--- src/rtl/display_scan.sv ---
// Multiplexed seven-segment scan driver: steps through digits on timer ticks,
// inserting an all-anodes-off gap before each digit to suppress ghosting.
module display_scan #(
    parameter int unsigned NUM_DIGITS   = 8,
    parameter int unsigned BLANK_CYCLES = 4,
    localparam int unsigned IDX_W = (NUM_DIGITS > 1) ? $clog2(NUM_DIGITS) : 1
) (
    input  logic                    clk,
    input  logic                    reset,
    input  logic                    scan_enable,
    input  logic                    scan_tick,
    input  logic [4*NUM_DIGITS-1:0] display_value,
    input  logic [NUM_DIGITS-1:0]   display_dp,
    input  logic [NUM_DIGITS-1:0]   display_enable,
    output logic                    scan_tick_clear,
    output logic [NUM_DIGITS-1:0]   anode_n,
    output logic [6:0]              segment_n,
    output logic                    dp_n,
    output logic [IDX_W-1:0]        digit_index
);

    typedef enum logic [1:0] {StIdle, StBlank, StShow} state_e;

    state_e     state_q;
    logic [7:0] blank_cnt_q;
    logic       tick_edge;
    logic [3:0] cur_nibble;
    logic       cur_dp;
    logic       cur_en;
    logic [IDX_W-1:0] next_index;

    function automatic logic [6:0] hex_to_seg(input logic [3:0] v);
        logic [6:0] s;
        s = 7'h7F;
        case (v)
            4'h0: s = 7'h40;
            4'h1: s = 7'h79;
            4'h2: s = 7'h24;
            4'h3: s = 7'h30;
            4'h4: s = 7'h19;
            4'h5: s = 7'h12;
            4'h6: s = 7'h02;
            4'h7: s = 7'h78;
            4'h8: s = 7'h00;
            4'h9: s = 7'h10;
            4'hA: s = 7'h08;
            4'hB: s = 7'h03;
            4'hC: s = 7'h46;
            4'hD: s = 7'h21;
            4'hE: s = 7'h06;
            4'hF: s = 7'h0E;
            default: s = 7'h7F;
        endcase
        return s;
    endfunction

    // scan_tick_clear doubles as the previous tick sample for edge detection.
    always_comb begin
        tick_edge  = scan_tick & ~scan_tick_clear;
        cur_nibble = display_value[{digit_index, 2'b00} +: 4];
        cur_dp     = display_dp[digit_index];
        cur_en     = display_enable[digit_index];
        next_index = (digit_index == IDX_W'(NUM_DIGITS - 1)) ? '0 : digit_index + IDX_W'(1);
    end

    always_ff @(posedge clk) begin
        if (reset) begin
            state_q         <= StIdle;
            blank_cnt_q     <= 8'd0;
            digit_index     <= '0;
            anode_n         <= '1;
            segment_n       <= 7'h7F;
            dp_n            <= 1'b1;
            scan_tick_clear <= 1'b0;
        end else begin
            scan_tick_clear <= scan_tick;
            if (!scan_enable) begin
                state_q     <= StIdle;
                digit_index <= '0;
                anode_n     <= '1;
                segment_n   <= 7'h7F;
                dp_n        <= 1'b1;
            end else begin
                case (state_q)
                    StIdle: begin
                        state_q     <= StBlank;
                        blank_cnt_q <= 8'(BLANK_CYCLES);
                    end
                    StBlank: begin
                        blank_cnt_q <= blank_cnt_q - 8'd1;
                        // Snapshot the digit on the last blank cycle so the slot is stable.
                        if (blank_cnt_q <= 8'd1) begin
                            state_q   <= StShow;
                            anode_n   <= cur_en ? ~(NUM_DIGITS'(1) << digit_index) : '1;
                            segment_n <= hex_to_seg(cur_nibble);
                            dp_n      <= ~cur_dp;
                        end
                    end
                    StShow: begin
                        if (tick_edge) begin
                            state_q     <= StBlank;
                            blank_cnt_q <= 8'(BLANK_CYCLES);
                            digit_index <= next_index;
                            anode_n     <= '1;
                            segment_n   <= 7'h7F;
                            dp_n        <= 1'b1;
                        end
                    end
                    default: state_q <= StIdle;
                endcase
            end
        end
    end

endmodule

--- config.mk ---
export PLATFORM = sky130hd
export DESIGN_NAME = display_scan
export DESIGN_NICKNAME = d
export VERILOG_FILES = /design/src/rtl/display_scan.sv
export SDC_FILE = /design/constraint.sdc
export NUM_CORES = 1
export LEC_CHECK = 0
export ABC_AREA = 0
export BUFFER_PORTS_ARGS = -buffer_cell sky130_fd_sc_hd__buf_2
export CAP_MARGIN = 20
export CORE_UTILIZATION = 53
export CTS_CLUSTER_SIZE = 16
export DETAILED_ROUTE_END_ITERATION = 10
export PLACE_DENSITY = 0.85
export RECOVER_POWER = 50
export SYNTH_ARGS = -nofsm -noshare
export SYNTH_HDL_FRONTEND = slang
export SYNTH_SLANG_ARGS = --single-unit
--- constraint.sdc ---
create_clock -name clk -period 7.35 [get_ports clk]
set_input_delay 0.735 -clock clk [delete_from_list [all_inputs] [get_ports clk]]
set_output_delay 0.735 -clock clk [all_outputs]
set_load 0.01 [all_outputs]
* After elaboration in Yosys (flattened, before gate mapping)
Memory sizes are Yosys's and may differ from the RTL's.
Index checks and enable logic that the tools add are counted.
** Cells by class
- $add $sub $neg :: 2
- $lt $le $gt $ge :: 2
- Equality and inequality tests :: 5
- Shifts and indexed selects :: 2
- Mux-type cells :: 20
- Bitwise operators :: 5
- Reduce and logical (&&, ||, !) cells :: 8
** Operators with widths (number)
- 8-bit 2-to-1 mux :: 4
- 32-bit by 6-bit indexed part select with 4-bit output :: 1
- 8-bit case mux with 3 select lines :: 1
- 8-bit case mux with 2 select lines :: 1
- 7-bit 2-to-1 mux :: 2
- 7-bit case mux with 2 select lines :: 1
- 8-bit by 1-bit <= comparator with 1-bit output (second input constant) :: 1
- 8-bit inverter :: 1
- 1-bit by 3-bit left shift with 8-bit output (first input constant) :: 1
- 8-bit by 1-bit subtractor with 8-bit output (second input constant) :: 1
- 1-bit binary-select mux with 3-bit select :: 2
- 2-bit case mux with 3 select lines :: 1
- 3-bit AND reduction :: 2
- 3-bit by 4-bit less-than comparator with 1-bit output (second input constant) :: 1
- 1-bit 2-to-1 mux :: 4
- 2-bit 2-to-1 mux :: 2
- 2-bit != test (second input constant) :: 2
- 2-bit AND reduction :: 2
- 3-bit by 1-bit adder with 3-bit output (second input constant) :: 1
- 3-bit == test (second input constant) :: 1
- 3-bit 2-to-1 mux :: 1
- 1-bit inverter :: 3
- 3-bit nonzero test :: 1
- 2-bit by 1-bit == test with 1-bit output (second input constant) :: 1
- 6 further kinds :: 6
** Word-level totals
- Bits in registers :: 30
- Bits in read-only memories :: 112
- Input bits :: 52
- Output and inout port bits :: 20
- Word-level logic and storage cells :: 52
- Memories :: 1
** Memories
- (name not given) :: words 16, bits a word 7, rd ports 1, clocked after Yosys merged registers in 0, write ports 0, RTL line 35 : case (v)

* Longest topological paths before layout
Gate-level depths: netlist (run 1).
- Word-level depth :: 5
- Mapped depth :: 10
- Mapped depth without buffers :: 8

* Least setup slack after synthesis (run 1)
No wires, ideal clock.
- Kind :: reg2reg
- Start :: register digit_index[0]
- End :: register segment_n[4]
- Library setup time :: 74 ps
- Arrival :: 2367 ps
- Required time :: 7276 ps
- Path slack :: 4908 ps
- Cell stages (with the launch flop) :: 10
- Path buffers :: 2
- Clock period less this slack :: 2442 ps
- Cells stage by stage :: dfxtp_1 > buf_6 > buf_6 > mux4_2 > mux2_2 > inv_1 > ha_1 > inv_1 > or3_1 > a31oi_1
** Between the ends
- Longest elaborated chain between the ends :: 4
** RTL lines
- from (decl) :: RTL line 19 : output logic [IDX_W-1:0] digit_index
- from (signal assigned) :: RTL line 103 : digit_index <= next_index;
- 32-bit by 6-bit indexed part select with 4-bit output :: RTL line 60 : cur_nibble = display_value[{digit_index, 2'b00} +: 4];
- memory read 16 x 7 bit
- 7-bit 2-to-1 mux :: RTL line 92 : if (blank_cnt_q <= 8'd1) begin
- 7-bit case mux with 2 select lines :: RTL line 84 : case (state_q)
- to (signal assigned) :: RTL line 95 : segment_n <= hex_to_seg(cur_nibble);
- to (decl) :: RTL line 17 : output logic [6:0] segment_n,
No other way between the ends. The select of a mux whose other input is x is not followed.
A chain may end at the register's enable or synchronous reset.

* Worst setup path in the final report (run 1)
- Start :: register digit_index[0]
- End :: register segment_n[0]
The elaborated chain is that of the path after synthesis.

==> reports/metrics.yaml, run 1 <==
clocking:
  postCtsResizedCells: 0
  cts_made_buffers: 5
  cts_max_path_buffers: 2
  clkTransAtPathRegs_ns: 0.09
  clockRootBuffer: "clkbuf_4"
  post_cts_buffers: 0
  clkLatencyLatePin_ns: 0.34
  cts.sinks: 30
  cts_tree: "yes"
  htreeDepth: 2
  holdBufCountCts: 0
route:
  routed_via_density: 5.413
  antenna_left: 0
  vias: 1705
  drcViolationCount: 0
  drt_iter0_markers: 50
  wl_mm: 3.950
  wl_per_cell_um: 12.54
  dr.pass1.iters: 4
setup_path:
  critPathKind: "flip-flop to flip-flop"
  setup.worst_path.start_class: "flip-flop"
  crit_path_end_kind: "flip-flop"
  cp_max_fo: 18
  critPathRequiredTime_ns: 7.61
  arrival_ns: 3.30
hold_path:
  hold_path.class: "flip-flop to flip-flop"
sta:
  fmax_mhz: 329.6
  tightest_slew_ns: 1.000
  rsz0062_at_grt: "false"
  fin_tns_setup_ns: 0
  hold_ws_ns: 0.4903
  setup_viol: 0
  period_needed_ns: 3.034
  worst_slew_margin_rel_pct: 32.42
  drv_slew: 0
  hold_viol_final: 0
  period_share_pct: 41.28
  finClkSkew_ns: 0.009976
die:
  core_area_sq_um: 3416
  num_rows: 21
  die_y_um: 62.18
  die_area_sq_um: 3866
  ios: 72
  chipWidth_um: 62.18
  initial_utilization_pct: 56.19
logic_synthesis:
  ys_warn_count: 0
  synthesis.area_sq_um: 1919
  syn-num-nets: 266
  yosysUniqueCellTypes: 46
  seq_area_frac_synth_pct: 31.29
  synth-main-ff-cell: "dfxtp_1"
  syn_inst: 201
  synth_seq_cells: 30
  postSynthAreaPerCell_sq_um: 9.549
  synth_edf_count: 0
  async_reset_ff_share_pct: 0
finish:
  area_growth_pct: 20.01
  layout.filler_cells: 285
  drive_above_1_share_pct: 28.62
  antennaDiodeCount: 0
  nNetsFinal: 333
global_route:
  antenna_found_initial: 0
  grt.total_usage_pct: 21.28
  grt_overflow: 0
  grt_max_degree: 20
  grt_pass1_vias: 1510
  grt_pass1_wl_mm: 6.492
pwr:
  ir_drop_uv: 116.7
  power_leakage_nw: 0.9550
  power_density_nw_per_um2: 149.9
placement:
  hpwl_mm: 3.102
  io_buffer_count: 71
  routabilityCongestion: 0.8432
outcome:
  status: "finished clean"
flow_run:
  maxCapViolCount: 0
[stage by stage]
stage	cells	total power, mW	worst slack, ns	instance area (sq um)	util (%)
5_1_grt	315	0.3640	3.957	2303	67.44
4_1_cts	315	0.3476	4.281	2330	68.21
6_report	315	0.3452	4.316	2303	67.44
3_3_place_gp	307	0.2418	4.398	2270	66.45
3_5_place_dp	307	0.2439	4.324	2270	66.45
2_1_floorplan	201	0.2220	4.908	1919	-
[worst paths after layout]
check                 start           end  slack, ns  cells after the start
max          digit_index[0]  segment_n[0]       4.32                      5
min            segment_n[1]  segment_n[1]       0.49                      1
max reg2reg  digit_index[0]  segment_n[0]       4.32                      5
min reg2reg    segment_n[1]  segment_n[1]       0.49                      1
[Yosys cell counts (all sizes together) (4+ instances only)]
library cell   n  area (sq um)
dfxtp         30         600.6
o21ai         11         55.05
nor2          25         93.84
a31oi          4         25.02
mux4          12         274.0
inv            9         33.78
ha            13         162.7
nand2         14         52.55
clkbuf         6         22.52
and3           4         25.02
nand4          7         43.79
nand3          7         35.03
buf            5         40.04
mux2           4         48.79
xor2           5         43.79
and2           4         25.02
mux2i          9         115.1
[final cells by class]
class                           count  area, sq um  share of cell area [%]
Clock buffer                        7        55.05                   2.390
Tap cell                           46        57.56                   2.499
Multi-Input combinational cell    151         1222                   53.07
Clock inverter                      1        5.005                  0.2173
Sequential cell                    30        600.6                   26.07
Inverter                            9        33.78                   1.467
Timing Repair Buffer               71        329.1                   14.29
[kinds of logic after synthesis]
group | after synthesis | share of synthesized area, %
compound gates | 30 | 9.908
xor+xnor | 6 | 2.738
fa+ha+maj | 13 | 8.475
buf+inv | 20 | 5.019
flops | 30 | 31.29
mux | 25 | 22.82
simple gates | 77 | 19.75
[power by group]
part	total, mW	internal [mW]	switching, mW
clock	0.105	0.0463	0.0589
combinational	0.0659	0.0331	0.0327
sequential	0.174	0.168	0.00573
total	0.345	0.248	0.0973
[sequential cells by signal, summed over array words and instances, names as in the netlist]
name / count
digit_index: 3
anode_n: 8
scan_tick_clear: 1
state_q: 2
segment_n: 7
dp_n: 1
blank_cnt_q: 8
[layout by cell type (no fill, tap or decap), types with 4 or more instances in the layout]
| master | count |
|---|---|
| mux4_2 | 11 |
| mux2i_1 | 7 |
| o21ai_0 | 7 |
| dfxtp_1 | 30 |
| nor2_1 | 25 |
| xor2_1 | 5 |
| inv_1 | 8 |
| nand2_1 | 14 |
| clkbuf_4 | 5 |
| a31oi_1 | 4 |
| nand4_1 | 7 |
| nand3_1 | 7 |
| o21ai_1 | 4 |
| clkbuf_1 | 22 |
| and2_1 | 4 |
| ha_1 | 13 |
| buf_2 | 50 |
| and3_1 | 4 |
[layer usage]
metal	track usage [%]	up-vias	part of all wire [%]
met4	6.977	0	1.4
li1	-	863	-
met2	37.09	53	49
met5	0	-	0
met1	25.53	783	44
met3	5.331	6	5.9
[critical path, cell delays in order (launching register included)]
cell and delay (ns):
dfxtp_1 0.91, mux4_1 0.64, mux2i_1 0.66, nor2_1 0.21
a221o_1 0.40, a21oi_1 0.14
(Power assumes the default switching activity.)
==> run 2: changes to the inputs <==
CORE_UTILIZATION = 49   (was 53)
PLACE_DENSITY = 0.8   (was 0.85)
clock period = 3.1 ns   (was 7.35 ns; I/O delays follow)
==> run 2 against run 1 <==
Net effect:
- sequential power increased by 140%
- core utilization fell by 3.8 points
- global-route usage down 0.26 points
- critical endpoint is now segment_n[4]
- total power rose to 2.6 times the previous value
- largest power group unchanged
==> reports/metrics.yaml, run 2 (same netlist as run 1, synthesis figures left out) <==
outcome:
  status: "finished clean"
route:
  drt_iter0_markers: 65
  wl_mm: 4.077
  antenna_left: 0
  dr.pass1.iters: 4
  wl_per_cell_um: 12.70
  routed_via_density: 5.324
  drcViolationCount: 0
  vias: 1709
setup_path:
  r2r_start: "digit_index[0]"
  reg2regPathDepth: 7
  critical-path-top-delay-family: "multiplexers"
  critPathRequiredTime_ns: 3.31
  setup.worst_path.start_class: "flip-flop"
  timing.critical_path.buf_inv: 2
  r2r_slack_ns: 0.69
  reg2reg_to: "segment_n[4]"
  arrival_ns: 2.62
  crit_top_cell: "inv_1"
  cp_max_fo: 6
  crit_chain: "mux4_2, mux2_2, inv_1, ha_1, inv_1, or3_1, a31oi_1"
  crit_path_end_kind: "flip-flop"
  critPathKind: "flip-flop to flip-flop"
  cp_slowest_cell: "mux4_2"
  cp_slowest_stage_delay_ns: 0.54
pwr:
  ir_drop_uv: 259.3
  power_leakage_nw: 0.9910
  power_density_nw_per_um2: 378.7
global_route:
  grt_overflow: 0
  grt_pass1_vias: 1578
  grt_pass1_wl_mm: 6.713
  grt_max_degree: 20
  grt.total_usage_pct: 21.02
  antenna_found_initial: 0
hold_path:
  hold_end: "blank_cnt_q[2]"
  min_path_cells: 2
  hold_start: "reset"
  hold_path.class: "input pin to flip-flop"
finish:
  final_cell_mix: "buf_2, dfxtp_1, nor2_1"
  area_growth_pct: 23.27
  largestRegisters: "anode_n x8, blank_cnt_q x8, segment_n x7"
  stdcell_area_sq_um: 2366
  drive_above_1_share_pct: 30.04
  layout_commonest_cell: "buf_2"
  antennaDiodeCount: 0
  nNetsFinal: 337
sta:
  setup_viol: 0
  fmax_mhz: 414.3
  hold_viol_final: 0
  period_needed_ns: 2.414
  drv_slew: 0
  period_share_pct: 77.86
  tightest_slew_ns: 0.7772
  layout_setup_ws_ns: 0.6863
  fin_tns_setup_ns: 0
  hold_ws_ns: 0.2403
  rsz0062_at_grt: "false"
  finClkSkew_ns: 0.006077
  worst_slew_margin_rel_pct: 48.07
clocking:
  clockRootBuffer: "clkbuf_8"
  clkLatencyLatePin_ns: 0.29
  cts_made_buffers: 5
  cts.sinks: 30
  postCtsResizedCells: 0
  cts_max_path_buffers: 2
  cts_tree: "yes"
  htreeDepth: 2
  clkTransAtPathRegs_ns: 0.07
  post_cts_buffers: 0
  holdBufCountCts: 0
placement:
  place_area_sq_um: 2302
  io_buffer_count: 71
  hpwl_mm: 3.147
  routabilityCongestion: 0.8417
  pre_cts_slack_ns: 0.7109
die:
  num_rows: 22
  core_area_sq_um: 3716
  ios: 72
  die_area_sq_um: 4171
  die_y_um: 64.59
  chipWidth_um: 64.59
  initial_utilization_pct: 51.65
flow_run:
  maxCapViolCount: 0
run 2: cell types whose count changed in the layout (fill, tap and decap cells not counted), sizes merged:
cell / delta
buf: +5
clkbuf: -1
run 2: through the flow:
stage / std cells / util (%) / power (mW)
floorplan: 201 / - / 0.5264
global placement: 313 / 61.95 / 0.5756
detailed placement: 313 / 61.95 / 0.5788
CTS: 321 / 64.41 / 0.9073
global route: 321 / 63.67 / 0.9427
finish: 321 / 63.67 / 0.8961
run 2: report_power, final:
| group | leakage (nW) | total, mW | switching [mW] | internal, mW |
|---|---|---|---|---|
| clock | 0.0482 | 0.326 | 0.147 | 0.179 |
| combinational | 0.698 | 0.158 | 0.0779 | 0.0798 |
| sequential | 0.244 | 0.412 | 0.0127 | 0.400 |
| total | 0.991 | 0.896 | 0.238 | 0.658 |
run 2: how the worst max path moves through the flow:
| stage | from | end | slack (ns) | depth (start not counted) |
|---|---|---|---|---|
| floorplan | digit_index[0] | segment_n[4] | 0.66 | 9 |
| global placement | digit_index[0] | segment_n[0] | 0.78 | 7 |
| detailed placement | digit_index[0] | segment_n[0] | 0.71 | 7 |
| CTS | digit_index[0] | segment_n[4] | 0.68 | 7 |
| global route | digit_index[0] | segment_n[0] | 0.48 | 7 |
| finish | digit_index[0] | segment_n[4] | 0.69 | 7 |
run 2: metal layers:
metal	vias up	wire [um]	GRT usage, %
met3	7	270	6.338
met4	0	68	8.333
met2	59	1865	33.68
met5	-	0	0
met1	782	1871	26.36
li1	861	-	-
run 2: worst register-to-register path: stages (launching register included):
cell and delay, ns:
dfxtp_1 0.53, mux4_2 0.54, mux2_2 0.32, inv_1 0.12
ha_1 0.20, inv_1 0.09, or3_1 0.37, a31oi_1 0.18
run 2: layout make-up:
type	count	area [sq um]
repair buffers	75	357.8
clock buffers	7	86.33
clock inverters	1	5.005
flip-flops and latches	30	600.6
inverters	9	33.78
well taps	48	60.06
multi-input cells	151	1222
fillers	333	1350
==> run 3: changes to the inputs <==
CORE_UTILIZATION = 44   (was 49)
PLACE_DENSITY = 0.76   (was 0.8)
clock period = 2.1 ns   (was 3.1 ns; I/O delays follow)
==> run 3 against run 2 <==
Net effect:
- flip-flop and latch count unchanged
- count of clock-buffer cells in the layout is 1 lower
- largest cell class unchanged
- routed wire length up 6.1%
- worst setup slack got worse by 0.63 ns
- combinational power up 65%
==> reports/metrics.yaml, run 3 (same netlist as run 1, synthesis figures left out) <==
finish:
  antennaDiodeCount: 0
  largestRegisters: "anode_n x8, blank_cnt_q x8, segment_n x7"
  drive_above_1_share_pct: 37.19
  nNetsFinal: 349
  stdcell_area_sq_um: 2536
  final_cell_mix: "buf_2, dfxtp_1, nor2_1"
  area_growth_pct: 32.14
  layout_commonest_cell: "buf_2"
setup_path:
  cp_slowest_stage_delay_ns: 0.50
  crit_path_end_kind: "flip-flop"
  cp_slowest_cell: "mux4_2"
  reg2regPathDepth: 7
  crit_chain: "mux4_2, mux2_4, inv_4, ha_4, inv_2, or3_1, a31oi_1"
  cp_max_fo: 7
  r2r_start: "digit_index[0]"
  reg2reg_to: "segment_n[4]"
  setup.worst_path.start_class: "flip-flop"
  critPathKind: "flip-flop to flip-flop"
  arrival_ns: 2.25
  r2r_slack_ns: 0.06
  critPathRequiredTime_ns: 2.31
  critical-path-top-delay-family: "multiplexers"
  timing.critical_path.buf_inv: 2
clocking:
  clkLatencyLatePin_ns: 0.28
  clkTransAtPathRegs_ns: 0.06
  htreeDepth: 2
  cts_max_path_buffers: 2
  cts_made_buffers: 5
  clockRootBuffer: "clkbuf_8"
  cts.sinks: 30
  holdBufCountCts: 0
  cts_tree: "yes"
route:
  antenna_left: 0
  drt_iter0_markers: 93
  wl_mm: 4.324
  dr.pass1.iters: 4
  drcViolationCount: 0
  routed_via_density: 5.167
  wl_per_cell_um: 12.91
  vias: 1731
placement:
  io_buffer_count: 71
  pre_cts_slack_ns: 0.03214
  place_area_sq_um: 2385
  hpwl_mm: 3.238
  routabilityCongestion: 0.8136
die:
  chipWidth_um: 68.05
  ios: 72
  num_rows: 23
  die_area_sq_um: 4630
  core_area_sq_um: 4086
  initial_utilization_pct: 46.97
  die_y_um: 68.05
sta:
  setup_viol: 0
  drv_slew: 0
  tightest_slew_ns: 0.6470
  hold_viol_final: 0
  finClkSkew_ns: 0.004355
  rsz0062_at_grt: "true"
  worst_slew_margin_rel_pct: 56.78
  layout_setup_ws_ns: 0.05523
  period_share_pct: 97.37
  period_needed_ns: 2.045
  fmax_mhz: 489.1
hold_path:
  min_path_cells: 2
  hold_end: "scan_tick_clear"
  hold_path.class: "input pin to flip-flop"
  hold_start: "reset"
flow_run:
  maxCapViolCount: 0
global_route:
  grt_max_degree: 19
  grt_pass1_vias: 1500
  antenna_found_initial: 0
  grt_overflow: 0
  grt.total_usage_pct: 19.02
  grt_pass1_wl_mm: 6.499
pwr:
  power_leakage_nw: 1.062
  design_power_total_mw: 1.354
  ir_drop_uv: 359.3
  power_density_nw_per_um2: 534.1
outcome:
  status: "finished clean"
==> run 3: cell types whose count changed in the layout (fill, tap and decap cells not counted), moves of 2 or more <==
cell / delta
buf_4: +10
ha_1: -4
ha_4: +4
inv_1: -3
buf_6: +2
clkbuf_1: -2
inv_2: +2
inv_4: +2
==> run 3: cell type report <==
class / count / area, sq um
Timing Repair Buffer: 87 / 456.7
Fill cell: 366 / 1550
Inverter: 9 / 36.28
Sequential cell: 30 / 604.3
Clock inverter: 2 / 11.26
Multi-Input combinational cell: 151 / 1282
Tap cell: 50 / 62.56
Clock buffer: 6 / 82.58
==> run 3: per-stage QoR <==
stage           TNS, ns  hold WS [ns]  util [%]  instances
2_1_floorplan   -0.4476        0.2816         -        201
3_3_place_gp          0        0.4422     58.36        322
3_5_place_dp          0        0.4484     58.36        322
6_report              0        0.1706     62.06        335
4_1_cts               0        0.1574     60.66        330
5_1_grt        -0.08334        0.1768     62.06        335
==> run 3: worst reg2reg max path: cells and delay by family, from the launching register on <==
family          cells  cell delay (ns)
mux                 2             0.84
flops               1             0.40
simple gates        1             0.33
buf+inv             2             0.14
fa+ha+maj           1             0.14
compound gates      1             0.12
==> run 3: worst max path at each step <==
stage | endpoint | depth (start not counted) | from | slack, ns
5_1_grt | segment_n[3] | 9 | digit_index[0] | -0.03
3_5_place_dp | segment_n[4] | 7 | digit_index[0] | 0.03
3_3_place_gp | segment_n[4] | 7 | digit_index[0] | 0.05
6_report | segment_n[4] | 7 | digit_index[0] | 0.06
4_1_cts | segment_n[4] | 7 | digit_index[0] | 0.02
2_1_floorplan | segment_n[3] | 9 | digit_index[0] | -0.14
==> run 3: what timing repair did <==
action                     CTS  global route
buffers inserted             0             5
setup endpoints to repair    0             5
gates resized for setup      0             8
==> run 3: power by group <==
| group | switching, mW | total [mW] | internal, mW |
|---|---|---|---|
| Clock | 0.222 | 0.486 | 0.264 |
| Sequential | 0.0195 | 0.608 | 0.589 |
| Combinational | 0.125 | 0.260 | 0.135 |
==> run 3: routing by layer <==
metal | share of wire, % | vias to the layer above | GRT usage (%) | wire, um
met3 | 5.7 | 4 | 4.833 | 245
met4 | 1.1 | 0 | 6.771 | 47
li1 | - | 892 | - | -
met1 | 45 | 777 | 24.77 | 1957
met2 | 48 | 58 | 30.27 | 2073
met5 | 0 | - | 0 | 0
